<file path="src/rtl/out_port_uart_tx.sv">
`default_nettype none
// +----------------------------------------------------------------------------+
// | out_port_uart_tx : 8N1 serial transmitter fed by the output port latch.    |
// |                    It has a one-byte holding register and a sticky overrun |
// |                    flag.                                                   |
// | Rev 1.0                                                                    |
// +----------------------------------------------------------------------------+
module out_port_uart_tx #(
  parameter int CLKS_PER_BIT = 16
) (
  input  logic       clk,
  input  logic       rst_n,
  input  logic [7:0] tx_data,
  input  logic       tx_load,
  input  logic       ovr_clr,
  output logic       tx_serial,
  output logic       tx_busy,
  output logic       hold_full,
  output logic       tx_overrun
);

  localparam int            CNT_W    = (CLKS_PER_BIT > 1) ? $clog2(CLKS_PER_BIT) : 1;
  localparam logic [CNT_W-1:0] C_BIT_LAST = CNT_W'(CLKS_PER_BIT - 1);

  typedef enum logic [1:0] {
    S_IDLE  = 2'd0,
    S_START = 2'd1,
    S_DATA  = 2'd2,
    S_STOP  = 2'd3
  } state_t;

  state_t           state_q, state_d;
  logic [CNT_W-1:0] cnt_q, cnt_d;
  logic [2:0]       idx_q, idx_d;
  logic [7:0]       shift_q, shift_d;
  logic [7:0]       hold_q, hold_d;
  logic             hold_full_q, hold_full_d;
  logic             ovr_q, ovr_d;
  logic             tx_q, tx_d;
  logic             xfer;
  logic             bit_end;

  assign bit_end = (cnt_q == C_BIT_LAST);

  always_ff @(posedge clk or negedge rst_n) begin
    if (!rst_n) begin
      state_q     <= S_IDLE;
      cnt_q       <= '0;
      idx_q       <= '0;
      shift_q     <= '0;
      hold_q      <= '0;
      hold_full_q <= 1'b0;
      ovr_q       <= 1'b0;
      tx_q        <= 1'b1;
    end else begin
      state_q     <= state_d;
      cnt_q       <= cnt_d;
      idx_q       <= idx_d;
      shift_q     <= shift_d;
      hold_q      <= hold_d;
      hold_full_q <= hold_full_d;
      ovr_q       <= ovr_d;
      tx_q        <= tx_d;
    end
  end

  // The line level is computed one cycle ahead, so tx_serial is a plain flop output.
  always_comb begin
    state_d     = state_q;
    cnt_d       = cnt_q;
    idx_d       = idx_q;
    shift_d     = shift_q;
    hold_d      = hold_q;
    hold_full_d = hold_full_q;
    ovr_d       = ovr_q;
    tx_d        = tx_q;
    xfer        = 1'b0;

    case (state_q)
      S_IDLE: begin
        tx_d = 1'b1;
        if (hold_full_q) begin
          xfer    = 1'b1;
          shift_d = hold_q;
          cnt_d   = '0;
          state_d = S_START;
          tx_d    = 1'b0;
        end
      end
      S_START: begin
        if (bit_end) begin
          cnt_d   = '0;
          idx_d   = 3'd0;
          state_d = S_DATA;
          tx_d    = shift_q[0];
        end else begin
          cnt_d = cnt_q + CNT_W'(1);
        end
      end
      S_DATA: begin
        if (bit_end) begin
          cnt_d   = '0;
          shift_d = {1'b0, shift_q[7:1]};
          if (idx_q == 3'd7) begin
            state_d = S_STOP;
            tx_d    = 1'b1;
          end else begin
            idx_d = idx_q + 3'd1;
            tx_d  = shift_q[1];
          end
        end else begin
          cnt_d = cnt_q + CNT_W'(1);
        end
      end
      S_STOP: begin
        if (bit_end) begin
          cnt_d = '0;
          if (hold_full_q) begin
            xfer    = 1'b1;
            shift_d = hold_q;
            state_d = S_START;
            tx_d    = 1'b0;
          end else begin
            state_d = S_IDLE;
            tx_d    = 1'b1;
          end
        end else begin
          cnt_d = cnt_q + CNT_W'(1);
        end
      end
      default: begin
        state_d = S_IDLE;
        cnt_d   = '0;
        tx_d    = 1'b1;
      end
    endcase

    // A byte leaving for the shifter frees the holding register in the same cycle.
    if (xfer) begin
      hold_full_d = 1'b0;
    end
    if (ovr_clr) begin
      ovr_d = 1'b0;
    end
    if (tx_load) begin
      if (!hold_full_q || xfer) begin
        hold_d      = tx_data;
        hold_full_d = 1'b1;
      end else begin
        ovr_d = 1'b1;
      end
    end
  end

  assign tx_serial  = tx_q;
  assign tx_busy    = (state_q != S_IDLE);
  assign hold_full  = hold_full_q;
  assign tx_overrun = ovr_q;

endmodule
`default_nettype wire

</file>
<file path="config.mk">
export PLATFORM = sky130hd
export DESIGN_NAME = out_port_uart_tx
export DESIGN_NICKNAME = d
export VERILOG_FILES = /design/src/rtl/out_port_uart_tx.sv
export SDC_FILE = /design/constraint.sdc
export NUM_CORES = 1
export LEC_CHECK = 0
export CAP_MARGIN = 20
export CORE_MARGIN = 2
export CORE_UTILIZATION = 50
export DETAILED_ROUTE_END_ITERATION = 16
export MAX_ROUTING_LAYER = met4
export PLACE_DENSITY_LB_ADDON = 0.1
export SETUP_SLACK_MARGIN = 0.4
export SLEW_MARGIN = 20
export SYNTH_ARGS = -nofsm -noshare
export SYNTH_HDL_FRONTEND = slang
export SYNTH_SLANG_ARGS = --single-unit
</file>
<file path="constraint.sdc">
create_clock -name clk -period 1.8 [get_ports clk]
set_clock_uncertainty 0.15 [all_clocks]
set_input_delay 0.45 -clock clk [delete_from_list [all_inputs] [get_ports clk]]
set_output_delay 0.45 -clock clk [all_outputs]
set_load 0.05 [all_outputs]
</file>
Word-level counts from Yosys, hierarchy flattened
Cells that the tools add are included.
- add/sub/neg operators: 2
- reductions and logical operators: 12
- muxes and demuxes: 33
- equal/unequal tests: 11
- operators with widths (cell ; number):
    $mux W8 ; 3
    $pmux W8 S3 ; 1
    $mux W1 ; 14
    $ne A2 B2 Y1 const B ; 6
    $mux W2 ; 5
    $mux W3 ; 3
    $mux W4 ; 2
    $pmux W2 S4 ; 1
    $pmux W4 S2 ; 1
    $pmux W3 S2 ; 1
    $reduce_and A3 Y1 ; 2
    $reduce_and A5 Y1 ; 1
    $add A4 B1 Y4 const B ; 1
    $eq A2 B2 Y1 const B ; 2
    $eq A4 B4 Y1 const B ; 1
    $pmux W1 S4 ; 1
    $reduce_and A4 Y1 ; 1
    $reduce_bool A2 Y1 ; 2
    $add A3 B1 Y3 const B ; 1
    $eq A3 B3 Y1 const B ; 1
    $reduce_bool A3 Y1 ; 1
    $reduce_or A3 Y1 ; 1
    $eq A2 B1 Y1 const B ; 1
    $logic_not A2 Y1 ; 1
    4 further kinds ; 4
- bits in registers: 28
- output and inout bits: 4

Longest topological paths before layout
- depth in word-level cells: 6
- mapped depth: 7
- mapped depth without buffers: 6

Least setup slack after synthesis
OpenSTA, ideal clock, no wires.
- kind: reg2reg
- start point: reg state_q[0]
- end point: reg state_q[0]
- setup slack: -0.025 ns
- arrival: 1.541 ns
- stages on the path, launching flop included: 7
- required time: 1.516 ns
- path through: dfrtp_1 inv_1 ha_1 nor3_2 o221ai_2 a2111oi_2 a211oi_1
- cells in the longest elaborated chain, start to end: 3
- elaborated cells between the ends (all ways): 11
- those cells by class: eq/ne (8); mux (1); reduce/logical (2)
- ends and longest elaborated chain (item ; RTL line ; text):
    start, declared ; 32 ; state_t state_q, state_d;
    start signal, assigned ; 56 ; state_q <= state_d;
    $eq A2 B2 Y1 (tied with other cells) ; 79 ; case (state_q)
    $ne A2 B2 Y1 (no source line) ; n/a ;
    $reduce_and A5 Y1 (no source line) ; n/a ;
Parallel ways exist; a longest one is shown, timed or not.
A chain may end at the register's enable or synchronous reset.

Final worst setup path
- start point: reg state_q[0]
- end point: out tx_busy
- cells in the longest elaborated chain, start to end: 1
- ends and longest elaborated chain (item ; RTL line ; text):
    $reduce_bool A2 Y1 ; 156 ; assign tx_busy = (state_q != S_IDLE);
    end, declared ; 17 ; output logic tx_busy,
Every way passes these cells.

==> run metrics <==
CTS Hold Bufs 0; Least-Margin Pin Slew 0.316 ns; Cell Pwr Density 512 nW/um2; share of synthesized registers carrying an async set or reset 100%; final WL 4.39 mm; pre-CTS setup slack -0.0270 ns; number of flops mapped to enable cells by yosys 0; Crit path buffers/inverters 3; HPWL Detailed 2.11 mm; Post-DRT Antenna Nets 0; initial antenna violation count 0; first-pass iteration count of the detailed router 5; Slew Viols, Final 0; Synth top area share 45.5%; row count 19; via count 1,302; Clock Sink Count 28; final net count 202; TritonCTS Buffers 3; Pwr Total 0.00119 W; crit path max fanout 3; global route total overflow 0; flops & latches, synth 28; final setup margin -0.109 ns; CORE AREA 2780 um2; Starting Density 53.4%; Avg Inst Size Synth 11.3 um2; Storage cell area 706 um2; Post-DP Area 1860 um2; Port Buffers 15; final cell count without fillers 211; run status complete, but fails checks; vias in the first global route 1,334; I/O pins 16; Final Cycle Share 106%; Mapped Nets 152; Synth Instances 131; RePlAce Congestion 0.791; CTS root buf clkbuf_4; RSZ-0062 raised after global routing true; Post-Synth XOR/XNOR Area 0%; Area Overhead vs Synth 57.2%; worst skew pair latency 0.36 ns; min Tclk post-route 1.91 ns; worst r2r src state_q[0]; post-synth top area cell dfrtp_1; Setup crit start state_q[0]; leakage 1.07 nW; DRT iter0 DRCs 74; Synth Area in Adders 7.58%; wire length per cell 20.8 um; worst stage delay on the critical path 0.48 ns; DIE AREA 3420 um2; Synth cell types 37; clock transition at the registers of the reported paths 0.18 ns; synth warn 0; Cells after DPL 177; area of the multi-input gates 1000 um2; clk buf depth 2; Via-to-Cell Ratio 6.17; Req. time, crit path 1.20 ns; Critical Path AT 1.31 ns; final hold vios 0; Post-Syn Area 1490 um2; critical-path cell list inv_4, ha_4, clkinvlp_4, buf_12; pin count of the biggest net entering global routing 29; CTS tree built; CP max-delay cell dfrtp_2; Synth Area in Compound Gates 16.1%; prevailing post-synth register cell dfrtp_1; mux cell area share after synthesis 13.6%; Design Area, Final 2330 um2; Synth Area in Simple Gates 11.4%; Worst slew margin 78.9%; failing checks negative setup slack; GRT Total Usage 25.5%; largest family of logic cells by synthesized area compound AO/OA/AOI/OAI gates; DRC violations left 0; max-cap violations 0; ant diodes 0; Hold WC Path Type in -> async; sequential-to-total area share from yosys stat 47.3%; first-pass GRT wire length 6.32 mm; CP Class reg -> out; final setup fails 14; Die Ht 58.5 um; Max IR drop VDD 755 uV; ratio of cells with drive above 1 in the final layout 55.6%; cell class contributing the biggest share of worst-path delay flip-flops; critical path endpoint category primary output; H-tree Lvls 1; fmax 524 MHz; CP Launch Type flip-flop; DIE WIDTH 58.5 um; FILL cells 129; Area contributors post-synth dfrtp_1 (45%), mux2_4 (8.1%), ha_1 (7.6%)
==> synth_stat cells (2+ instances only) <==
cell type  instances
buf_6              2
mux2i_1            7
o21ai_0            3
inv_1              8
a22o_1             3
ha_1               9
dfrtp_1           27
a21oi_1            9
nor2_1            10
o21ai_1            6
nand3_1            3
nand2b_1           2
nor3_1             3
mux2_4             8
nand2_1            9
==> per-layer routing <==
metal	wire length [um]	vias to the layer above	global-route usage, %
li1	-	568	-
met1	1780	653	29.7
met2	2210	61	41.6
met3	249	20	5.27
met4	152	0	13.0
met5	0	-	-
==> layout make-up <==
class,count,area share [%]
clock inverters,1,1.29
inverters,8,1.66
flip-flops and latches,28,30.2
multi-input cells,92,42.9
repair buffers,48,21.3
well taps,31,1.66
clock buffers,3,0.965
==> through the flow <==
stage          util [%]  hold WS [ns]  setup TNS [ns]
5_1_grt            83.9         0.281           -1.64
6_report           83.9         0.260           -1.06
3_3_place_gp       66.8         0.344               0
3_5_place_dp       66.8         0.348         -0.0270
2_1_floorplan         -       0.00441               0
4_1_cts            77.7         0.301          -0.380
==> timing repair <==
item                       CTS  global route
setup endpoints to repair   32            32
buffers inserted            19            10
cloned                       1             0
gates resized for setup     24            20
pin swaps                    7            11
==> report_power, final <==
part,switching (W),internal (W)
Clock,0.000211,0.000225
Sequential,0.0000165,0.000652
Combinational,0.0000302,0.0000598
Total,0.000257,0.000937
==> kinds of logic after synthesis <==
kind of cell,after synthesis
simple gates,34
fa+ha+maj,9
flops,28
buf+inv,12
compound gates,32
mux,16
==> registers in the layout (all words and copies together) (netlist names) <==
register and cells:
cnt_q 4, hold_full 1, hold_q 8, idx_q 3, shift_q 8, state_q 2, tx_overrun 1, tx_serial 1
==> layout by cell type, fill, tap and decap left out, drive strengths merged <==
master,count
nor3,4
clkdlybuf4s50,11
dfrtp,27
clkbuf,3
nand3,3
buf,37
inv,7
a22o,3
a2bb2oi,1
o221a,2
o31ai,1
a211oi,1
o211ai,1
nor2,10
nand3b,1
mux2i,7
nand2,10
a41oi,1
clkinvlp,1
o21ai,10
bufinv,1
nand2b,2
and3,1
o41ai,1
nor3b,1
nor2b,1
a21oi,9
dfstp,1
ha,9
mux2,9
a2111oi,1
o221ai,2
nand4,1
==> path summary, 6_finish.rpt <==
kind	end	slack, ns	depth (start not counted)
worst min register to register	tx_serial	0.39	2
worst min-delay path	idx_q[2]	0.26	2
worst max-delay path	tx_busy	-0.11	4
max in group asynchronous	tx_serial	1.02	2
min in group clk	tx_serial	0.39	2
worst max register to register	hold_q[7]	-0.10	7
(Power assumes the default switching activity.)
